### config.mk
export PLATFORM = sky130hd
export DESIGN_NAME = vec_mem_sequencer
export DESIGN_NICKNAME = d
export VERILOG_FILES = /design/src/rtl/vec_mem_sequencer.sv
export SDC_FILE = /design/constraint.sdc
export NUM_CORES = 1
export LEC_CHECK = 0
export ABC_AREA = 1
export BUFFER_PORTS_ARGS = -buffer_cell sky130_fd_sc_hd__buf_2
export CORE_MARGIN = 3
export CORE_UTILIZATION = 49
export CTS_BUF_LIST = sky130_fd_sc_hd__clkbuf_2 sky130_fd_sc_hd__clkbuf_4 sky130_fd_sc_hd__clkbuf_8
export CTS_CLUSTER_DIAMETER = 200
export DETAILED_ROUTE_END_ITERATION = 10
export HOLD_SLACK_MARGIN = 0.15
export PLACE_DENSITY_LB_ADDON = 0.1
export SYNTH_ARGS = -nofsm -noshare
export SYNTH_HDL_FRONTEND = slang
export SYNTH_SLANG_ARGS = --single-unit
### constraint.sdc
create_clock -name clock -period 4.7 [get_ports clock]
set_clock_uncertainty 0.1 [all_clocks]
set_input_delay 0.94 -clock clock [delete_from_list [all_inputs] [get_ports clock]]
set_output_delay 0.94 -clock clock [all_outputs]
set_load 0.02 [all_outputs]
### src/rtl/vec_mem_sequencer.sv
// Sequences the byte-wide memory accesses of a vector load/store over an 8-bit memory port.
// Optional VSEQ_WRAP_CHK_EN: flag transfers that cross the top address (addr_wrap with done).
module vec_mem_sequencer #(
    parameter int ADDR_W   = 8,
    parameter int LANES    = 4,
    parameter int READ_LAT = 1
) (
    input  logic                 clock,
    input  logic                 reset,
    input  logic                 start,
    input  logic                 op_store,
    input  logic [ADDR_W-1:0]    base_addr,
    input  logic [8*LANES-1:0]   store_data,
    output logic                 busy,
    output logic                 done,
    output logic [8*LANES-1:0]   load_data,
    output logic [ADDR_W-1:0]    mem_addr,
    output logic                 mem_rden,
    output logic                 mem_wren,
    output logic [7:0]           mem_wdata,
    input  logic [7:0]           mem_q,
    output logic                 addr_wrap
);

    localparam int LW = (LANES > 1) ? $clog2(LANES) : 1;

    typedef enum logic [1:0] {
        IDLE  = 2'd0,
        ISSUE = 2'd1,
        DRAIN = 2'd2,
        DONE  = 2'd3
    } state_t;

    state_t              state_r;
    logic [LW-1:0]       lane_r;
    logic [1:0]          drain_cnt_r;
    logic                op_store_r;
    logic [ADDR_W-1:0]   base_r;
    logic [8*LANES-1:0]  store_r;
    logic                wrap_r;
    logic                wrap_s;
    logic [LW-1:0]       lane_nxt_s;
    logic                cap_vld_s;
    logic [LW-1:0]       cap_lane_s;

    assign lane_nxt_s = lane_r + LW'(1);

`ifdef VSEQ_WRAP_CHK_EN
    logic [ADDR_W:0] last_addr_s;
    // Carry out of base + LANES-1 means the transfer crosses the top address.
    assign last_addr_s = {1'b0, base_addr} + (ADDR_W+1)'(LANES - 1);
    assign wrap_s      = last_addr_s[ADDR_W];
`else
    assign wrap_s = 1'b0;
`endif

    // Control FSM with registered memory-port and status outputs.
    always_ff @(posedge clock or posedge reset) begin
        if (reset) begin
            state_r     <= IDLE;
            lane_r      <= '0;
            drain_cnt_r <= 2'd0;
            op_store_r  <= 1'b0;
            base_r      <= '0;
            store_r     <= '0;
            wrap_r      <= 1'b0;
            busy        <= 1'b0;
            done        <= 1'b0;
            addr_wrap   <= 1'b0;
            mem_addr    <= '0;
            mem_rden    <= 1'b0;
            mem_wren    <= 1'b0;
            mem_wdata   <= 8'h00;
        end else begin
            case (state_r)
                IDLE: begin
                    if (start) begin
                        state_r    <= ISSUE;
                        busy       <= 1'b1;
                        op_store_r <= op_store;
                        base_r     <= base_addr;
                        store_r    <= store_data;
                        wrap_r     <= wrap_s;
                        lane_r     <= '0;
                        mem_addr   <= base_addr;
                        mem_wren   <= op_store;
                        mem_rden   <= ~op_store;
                        mem_wdata  <= op_store ? store_data[7:0] : 8'h00;
                    end else begin
                        state_r <= IDLE;
                    end
                end
                ISSUE: begin
                    if (lane_r == LW'(LANES - 1)) begin
                        lane_r      <= '0;
                        drain_cnt_r <= 2'd0;
                        mem_addr    <= '0;
                        mem_rden    <= 1'b0;
                        mem_wren    <= 1'b0;
                        mem_wdata   <= 8'h00;
                        if (op_store_r) begin
                            state_r   <= DONE;
                            done      <= 1'b1;
                            addr_wrap <= wrap_r;
                        end else begin
                            state_r <= DRAIN;
                        end
                    end else begin
                        lane_r    <= lane_nxt_s;
                        mem_addr  <= base_r + ADDR_W'(lane_nxt_s);
                        mem_wdata <= op_store_r ? store_r[{lane_nxt_s, 3'b000} +: 8] : 8'h00;
                    end
                end
                DRAIN: begin
                    if (drain_cnt_r == 2'(READ_LAT - 1)) begin
                        state_r   <= DONE;
                        done      <= 1'b1;
                        addr_wrap <= wrap_r;
                    end else begin
                        drain_cnt_r <= drain_cnt_r + 2'd1;
                    end
                end
                DONE: begin
                    state_r   <= IDLE;
                    busy      <= 1'b0;
                    done      <= 1'b0;
                    addr_wrap <= 1'b0;
                end
                default: begin
                    state_r   <= IDLE;
                    busy      <= 1'b0;
                    done      <= 1'b0;
                    addr_wrap <= 1'b0;
                    mem_rden  <= 1'b0;
                    mem_wren  <= 1'b0;
                end
            endcase
        end
    end

    generate
        if (READ_LAT == 1) begin : g_lat1
            assign cap_vld_s  = mem_rden;
            assign cap_lane_s = lane_r;
        end else begin : g_latn
            logic [READ_LAT-2:0] vld_sr_r;
            logic [LW-1:0]       lane_sr_r [READ_LAT-1];

            // Delay line tracking which lane's read data arrives on mem_q.
            always_ff @(posedge clock or posedge reset) begin
                if (reset) begin
                    vld_sr_r <= '0;
                    for (int i = 0; i < READ_LAT - 1; i++) lane_sr_r[i] <= '0;
                end else begin
                    vld_sr_r[0]  <= mem_rden;
                    lane_sr_r[0] <= lane_r;
                    for (int i = 1; i < READ_LAT - 1; i++) begin
                        vld_sr_r[i]  <= vld_sr_r[i-1];
                        lane_sr_r[i] <= lane_sr_r[i-1];
                    end
                end
            end

            assign cap_vld_s  = vld_sr_r[READ_LAT-2];
            assign cap_lane_s = lane_sr_r[READ_LAT-2];
        end
    endgenerate

    // Gather returning read bytes into their lanes; stores leave the last load intact.
    always_ff @(posedge clock or posedge reset) begin
        if (reset) begin
            load_data <= '0;
        end else if (cap_vld_s) begin
            load_data[{cap_lane_s, 3'b000} +: 8] <= mem_q;
        end else begin
            load_data <= load_data;
        end
    end

endmodule

* After elaboration in Yosys (flattened, before gate mapping)
Index checks and enable logic that the tools add are counted.
Widths: inputs -> output; s select.
** Word-level totals
- Register bits :: 100
- Bits in latches :: 0
- RAM bits :: 0
- ROM bits :: 0
- Input port bits :: 52
- Output and inout port bits :: 53
- Word-level logic and storage cells :: 79
- Memories kept :: 0
** Operators by class
- Add/subtract/negate cells :: 4
- $mul :: 0
- Divide/modulo/power cells :: 0
- $lt $le $gt $ge :: 0
- Equal/unequal tests :: 9
- Shifts and indexed selects :: 3
- Multiplexer cells :: 35
- Bitwise logic cells :: 1
- Reduce and logical (&&, ||, !) cells :: 13
** Operators by type and width (count)
- $mux 8 :: 6
- $bwmux 32 :: 1
- $pmux 8 s2 :: 2
- $shift 8x7->32 const A :: 1
- $shiftx 32x6->8 :: 1
- $shiftx 8x7->32 :: 1
- $mux 1 :: 12
- $mux 2 :: 6
- $ne 2x2->1 const B :: 5
- $add 8x2->8 :: 1
- $pmux 2 s2 :: 2
- $pmux 2 s4 :: 1
- $reduce_and 2->1 :: 4
- $neg 5->7 :: 1
- $eq 2x2->1 const B :: 3
- $pmux 1 s2 :: 3
- $pmux 1 s3 :: 2
- $reduce_and 3->1 :: 2
- $reduce_bool 2->1 :: 3
- $add 2x1->2 const B :: 2
- $logic_not 2->1 :: 2
- $reduce_and 4->1 :: 1
- $reduce_bool 3->1 :: 1
- $eq 2x1->1 const B :: 1
- $not 1->1 :: 1

* Logic depth before layout (Yosys ltp)
- Word-level depth :: 5
- Mapped depth :: 13
- Depth with buffers taken out :: 10

* Worst setup path after synthesis
Ideal clock, no wire load.
- Path type :: register -> register
- Start point :: register lane_r[0] (netlist: cap_lane_s[0])
- End point :: register mem_addr[4]
- Setup time :: 127 ps
- Arrival :: 2241 ps
- Required time :: 4473 ps
- Slack :: 2233 ps
- Cell stages (with the launch flop) :: 12
- Buffers on the path :: 3
- Period minus slack after synthesis :: 2467 ps
- Path through :: dfrtp_1 buf_6 clkinv_1 buf_4 ha_1 inv_1 buf_2 fa_1 inv_1 nand2_1 o211ai_1 a21oi_1
** Between the ends
- Longest elaborated chain between the ends :: 4
- Elaborated cells on any way between the ends :: 5
- Classes of those cells :: add/sub (2); eq/ne (1); mux (2)
** RTL lines
- from (decl) :: RTL line 35 : logic [LW-1:0] lane_r;
- from (signal assigned) :: RTL line 109 : lane_r <= lane_nxt_s;
- $add 2x1->2 :: RTL line 46 : assign lane_nxt_s = lane_r + LW'(1);
- $add 8x2->8 :: RTL line 110 : mem_addr <= base_r + ADDR_W'(lane_nxt_s);
- $mux 8 * :: RTL line 94 : if (lane_r == LW'(LANES - 1)) begin
- $pmux 8 s2 * :: RTL line 75 : case (state_r)
- to (signal assigned) :: RTL line 85 : mem_addr <= base_addr;
- to (signal assigned) :: RTL line 110
- to (decl) :: RTL line 17 : output logic [ADDR_W-1:0] mem_addr,
Mark *: on every way between the ends. The rest lies on a longest branch, timed or not.
A chain may end at the register's enable or synchronous reset.

* Final worst setup path
Ends and elaborated chain as after synthesis.

==> flow_metrics.py <==
metrics = {
    "power": {
        "p_switching_w": 0.00181,
        "power.leakage_nw": 2.82,
        "pwr_density_cell_nw_per_um2": 736,
        "pwr-share-clk": 0.146,
        "p_int_w": 0.00213,
        "pwr-share-seq": 0.388,
        "power_w": 0.00394,
        "p_sw_frac": 0.459,
        "peakVddDrop_v": 0.000274,
        "p_comb_frac": 0.466,
    },
    "die": {
        "core_region_area_um2": 8890,
        "ios": 105,
        "die_w_um": 103,
        "num_rows": 34,
        "fp.dieH_um": 103,
        "fp.dieArea_um2": 10600,
        "start_util": 0.516,
    },
    "route": {
        "vias": 3981,
        "wl_met1_um": 5160,
        "ant_nets": 0,
        "first_pass_iters": 7,
        "highest_layer": "met4",
        "wl_per_cell_um": 15.1,
        "vias_per_cell": 5.25,
        "drc": 0,
        "wl_um": 11400,
        "drt_first_iter_violations": 209,
        "route.met2.wl_um": 5360,
        "met3_length_um": 763,
    },
    "yosys": {
        "synth-seq-cells": 99,
        "yosysWarnings": 0,
        "synth_cells": 549,
        "ys_types": 25,
        "synthTopCellsByArea": "dfrtp_1 54%, nand2_1 16%, o21ai_0 5.8%",
        "synth_top_area_share": 0.540,
        "avgSynthCellArea_um2": 8.36,
        "synth_area_leader_cell": "dfrtp_1",
        "syn-num-nets": 616,
        "ys_seq_area_frac": 0.540,
        "netlist_area_um2": 4590,
    },
    "layout": {
        "finalInstanceArea_um2": 5350,
        "antennaDiodeCount": 0,
        "final_common_cell": "nand2_1",
        "area_growth_pct": 16.6,
        "drive_gt1_frac": 0.198,
        "final_net_count": 713,
        "instances_no_fill": 759,
        "final_cell_mix": "197 x nand2_1, 103 x buf_2, 99 x dfrtp_1, 53 x o21ai_0, 48 x nor2_1",
    },
    "clock_tree": {
        "cts_buffers": 9,
        "cts_buffer_depth": 2,
        "clockRootBuffer": "clkbuf_8",
        "clk_pin_slew_ns": 0.10,
        "cts_setup_buffers": 0,
        "cts_resized": 0,
        "h-tree-depth": 3,
        "clock_latency_ns": 0.36,
        "holdBufCountCts": 0,
        "cts_sinks": 99,
        "cts_tree": "yes",
    },
    "place": {
        "portBuffers": 103,
        "place_congestion": 0.863,
        "hpwl_um": 8000,
        "place_area_um2": 5140,
        "place_inst": 743,
    },
    "worst_setup_path": {
        "regToRegStartpoint": "cap_lane_s[0]$_DFFE_PP0P_",
        "rrSetupSlack_ns": 1.31,
        "reg2reg_depth": 8,
        "arrival_ns": 3.53,
        "required_ns": 4.84,
        "end_kind": "flop",
        "critPathMaxFanout": 30,
        "critPathKind": "reg2reg",
        "rr_endpoint": "mem_addr[4]$_DFFE_PP0P_",
        "cp-start-kind": "flop",
    },
    "sta": {
        "fin_tns_setup_ns": 0,
        "max_freq_mhz": 295,
        "rsz0062_at_grt": "no",
        "whs_ns": 0.383,
        "period_share": 0.721,
        "finalMaxSlewViolations": 0,
        "fin_crit_ns": 3.39,
        "worst_slew_pin_slew_ns": 0.912,
        "relSlewSlack": 0.392,
        "finalSetupViolCount": 0,
        "finalHoldViolCount": 0,
    },
    "min_path": {
        "hold_path.class": "reg2reg",
        "hold_end": "load_data[23]$_DFFE_PP0P_",
        "min-delay-start": "load_data[23]$_DFFE_PP0P_",
        "hold-path-cell-count": 2,
    },
    "run": {
        "drv_cap": 0,
    },
    "global_routing": {
        "grt_max_degree": 71,
        "gr-total-overflow": 0,
        "track_usage": 0.224,
        "antenna_found_initial": 0,
        "grt_pass1_wl_um": 18400,
        "grt_pass1_vias": 3735,
    },
    "status": {
        "outcome": "finished, final reports clean",
    },
}
-- how the worst max path moves through the flow --
| stage | start | end | slack [ns] | depth (start not counted) |
|---|---|---|---|---|
| global route | cap_lane_s[0]$_DFFE_PP0P_ | mem_addr[4]$_DFFE_PP0P_ | 1.07 | 8 |
| floorplan | reset | base_r[0]$_DFFE_PP0P_ | 1.07 | 1 |
| global placement | cap_lane_s[0]$_DFFE_PP0P_ | mem_addr[4]$_DFFE_PP0P_ | 1.42 | 8 |
| CTS | cap_lane_s[0]$_DFFE_PP0P_ | mem_addr[4]$_DFFE_PP0P_ | 1.32 | 8 |
| detailed placement | cap_lane_s[0]$_DFFE_PP0P_ | mem_addr[4]$_DFFE_PP0P_ | 1.33 | 8 |
| finish | cap_lane_s[0]$_DFFE_PP0P_ | mem_addr[4]$_DFFE_PP0P_ | 1.31 | 8 |
-- worst max-delay path, stage by stage (launching register included) --
cell and delay (ns):
dfrtp_1 0.95, clkinv_1 0.22, ha_1 0.66, inv_1 0.36, fa_1 0.52, inv_1 0.12, nand2_1 0.07, o211ai_1 0.18
a21oi_1 0.08
-- cell type report --
type                            count  area (um^2)
Sequential cell                    99         2480
Timing Repair Buffer              106          538
Clock inverter                      5         61.3
Tap cell                          108          135
Multi-Input combinational cell    391         1830
Fill cell                         833         3540
Clock buffer                       11          151
Inverter                           39          154
-- per-layer routing --
| metal | GRT usage | vias to the layer above |
|---|---|---|
| met5 | 0 | - |
| met4 | 0.0657 | 0 |
| met3 | 0.0325 | 15 |
| met2 | 0.363 | 151 |
| met1 | 0.315 | 1864 |
| li1 | - | 1951 |
-- registers in the layout, indices dropped and copies added, names as in the netlist --
signal,cells
mem_wdata,8
load_data,32
done,1
op_store_r,1
mem_wren,1
mem_rden,1
cap_lane_s,2
busy,1
drain_cnt_r,2
store_r,32
state_r,2
mem_addr,8
base_r,8
-- Yosys cell counts --
cell type,number
nand2_4,1
fa_1,1
ha_1,14
a21oi_1,34
nor2_1,48
o21ai_4,1
buf_2,8
dfrtp_1,99
nand4_2,1
buf_4,7
nand2_1,197
clkbuf_1,3
o21bai_1,1
nand3_1,20
inv_1,36
inv_4,2
o211ai_1,1
conb_1,1
clkinv_1,1
o21ai_1,5
nand4_1,2
o31ai_1,10
nor2_4,1
buf_6,2
o21ai_0,53
-- through the flow --
| stage | utilization | setup slack, ns |
|---|---|---|
| final | 0.602 | 1.31 |
| after global placement | 0.578 | 1.42 |
| after CTS | 0.602 | 1.32 |
| after detailed placement | 0.578 | 1.33 |
| after global routing | 0.602 | 1.07 |
| after floorplan | - | 1.07 |
-- power groups by stage --
stage	Combinational (W)	Clock, W	Sequential, W
2_1_floorplan	0.00112	0	0.00171
3_3_place_gp	0.00180	0	0.00154
3_5_place_dp	0.00184	0	0.00154
6_report	0.00184	0.000576	0.00153
4_1_cts	0.00184	0.000585	0.00153
5_1_grt	0.00208	0.000617	0.00158
-- kinds of logic after synthesis --
group,count (synthesis),synth area share
simple gates,270,0.233
compound gates,105,0.124
flops,99,0.540
buf+inv,59,0.0605
fa+ha+maj,15,0.0425
other cells,1,0.000817
Note: power is estimated with default switching activity, not from simulation.
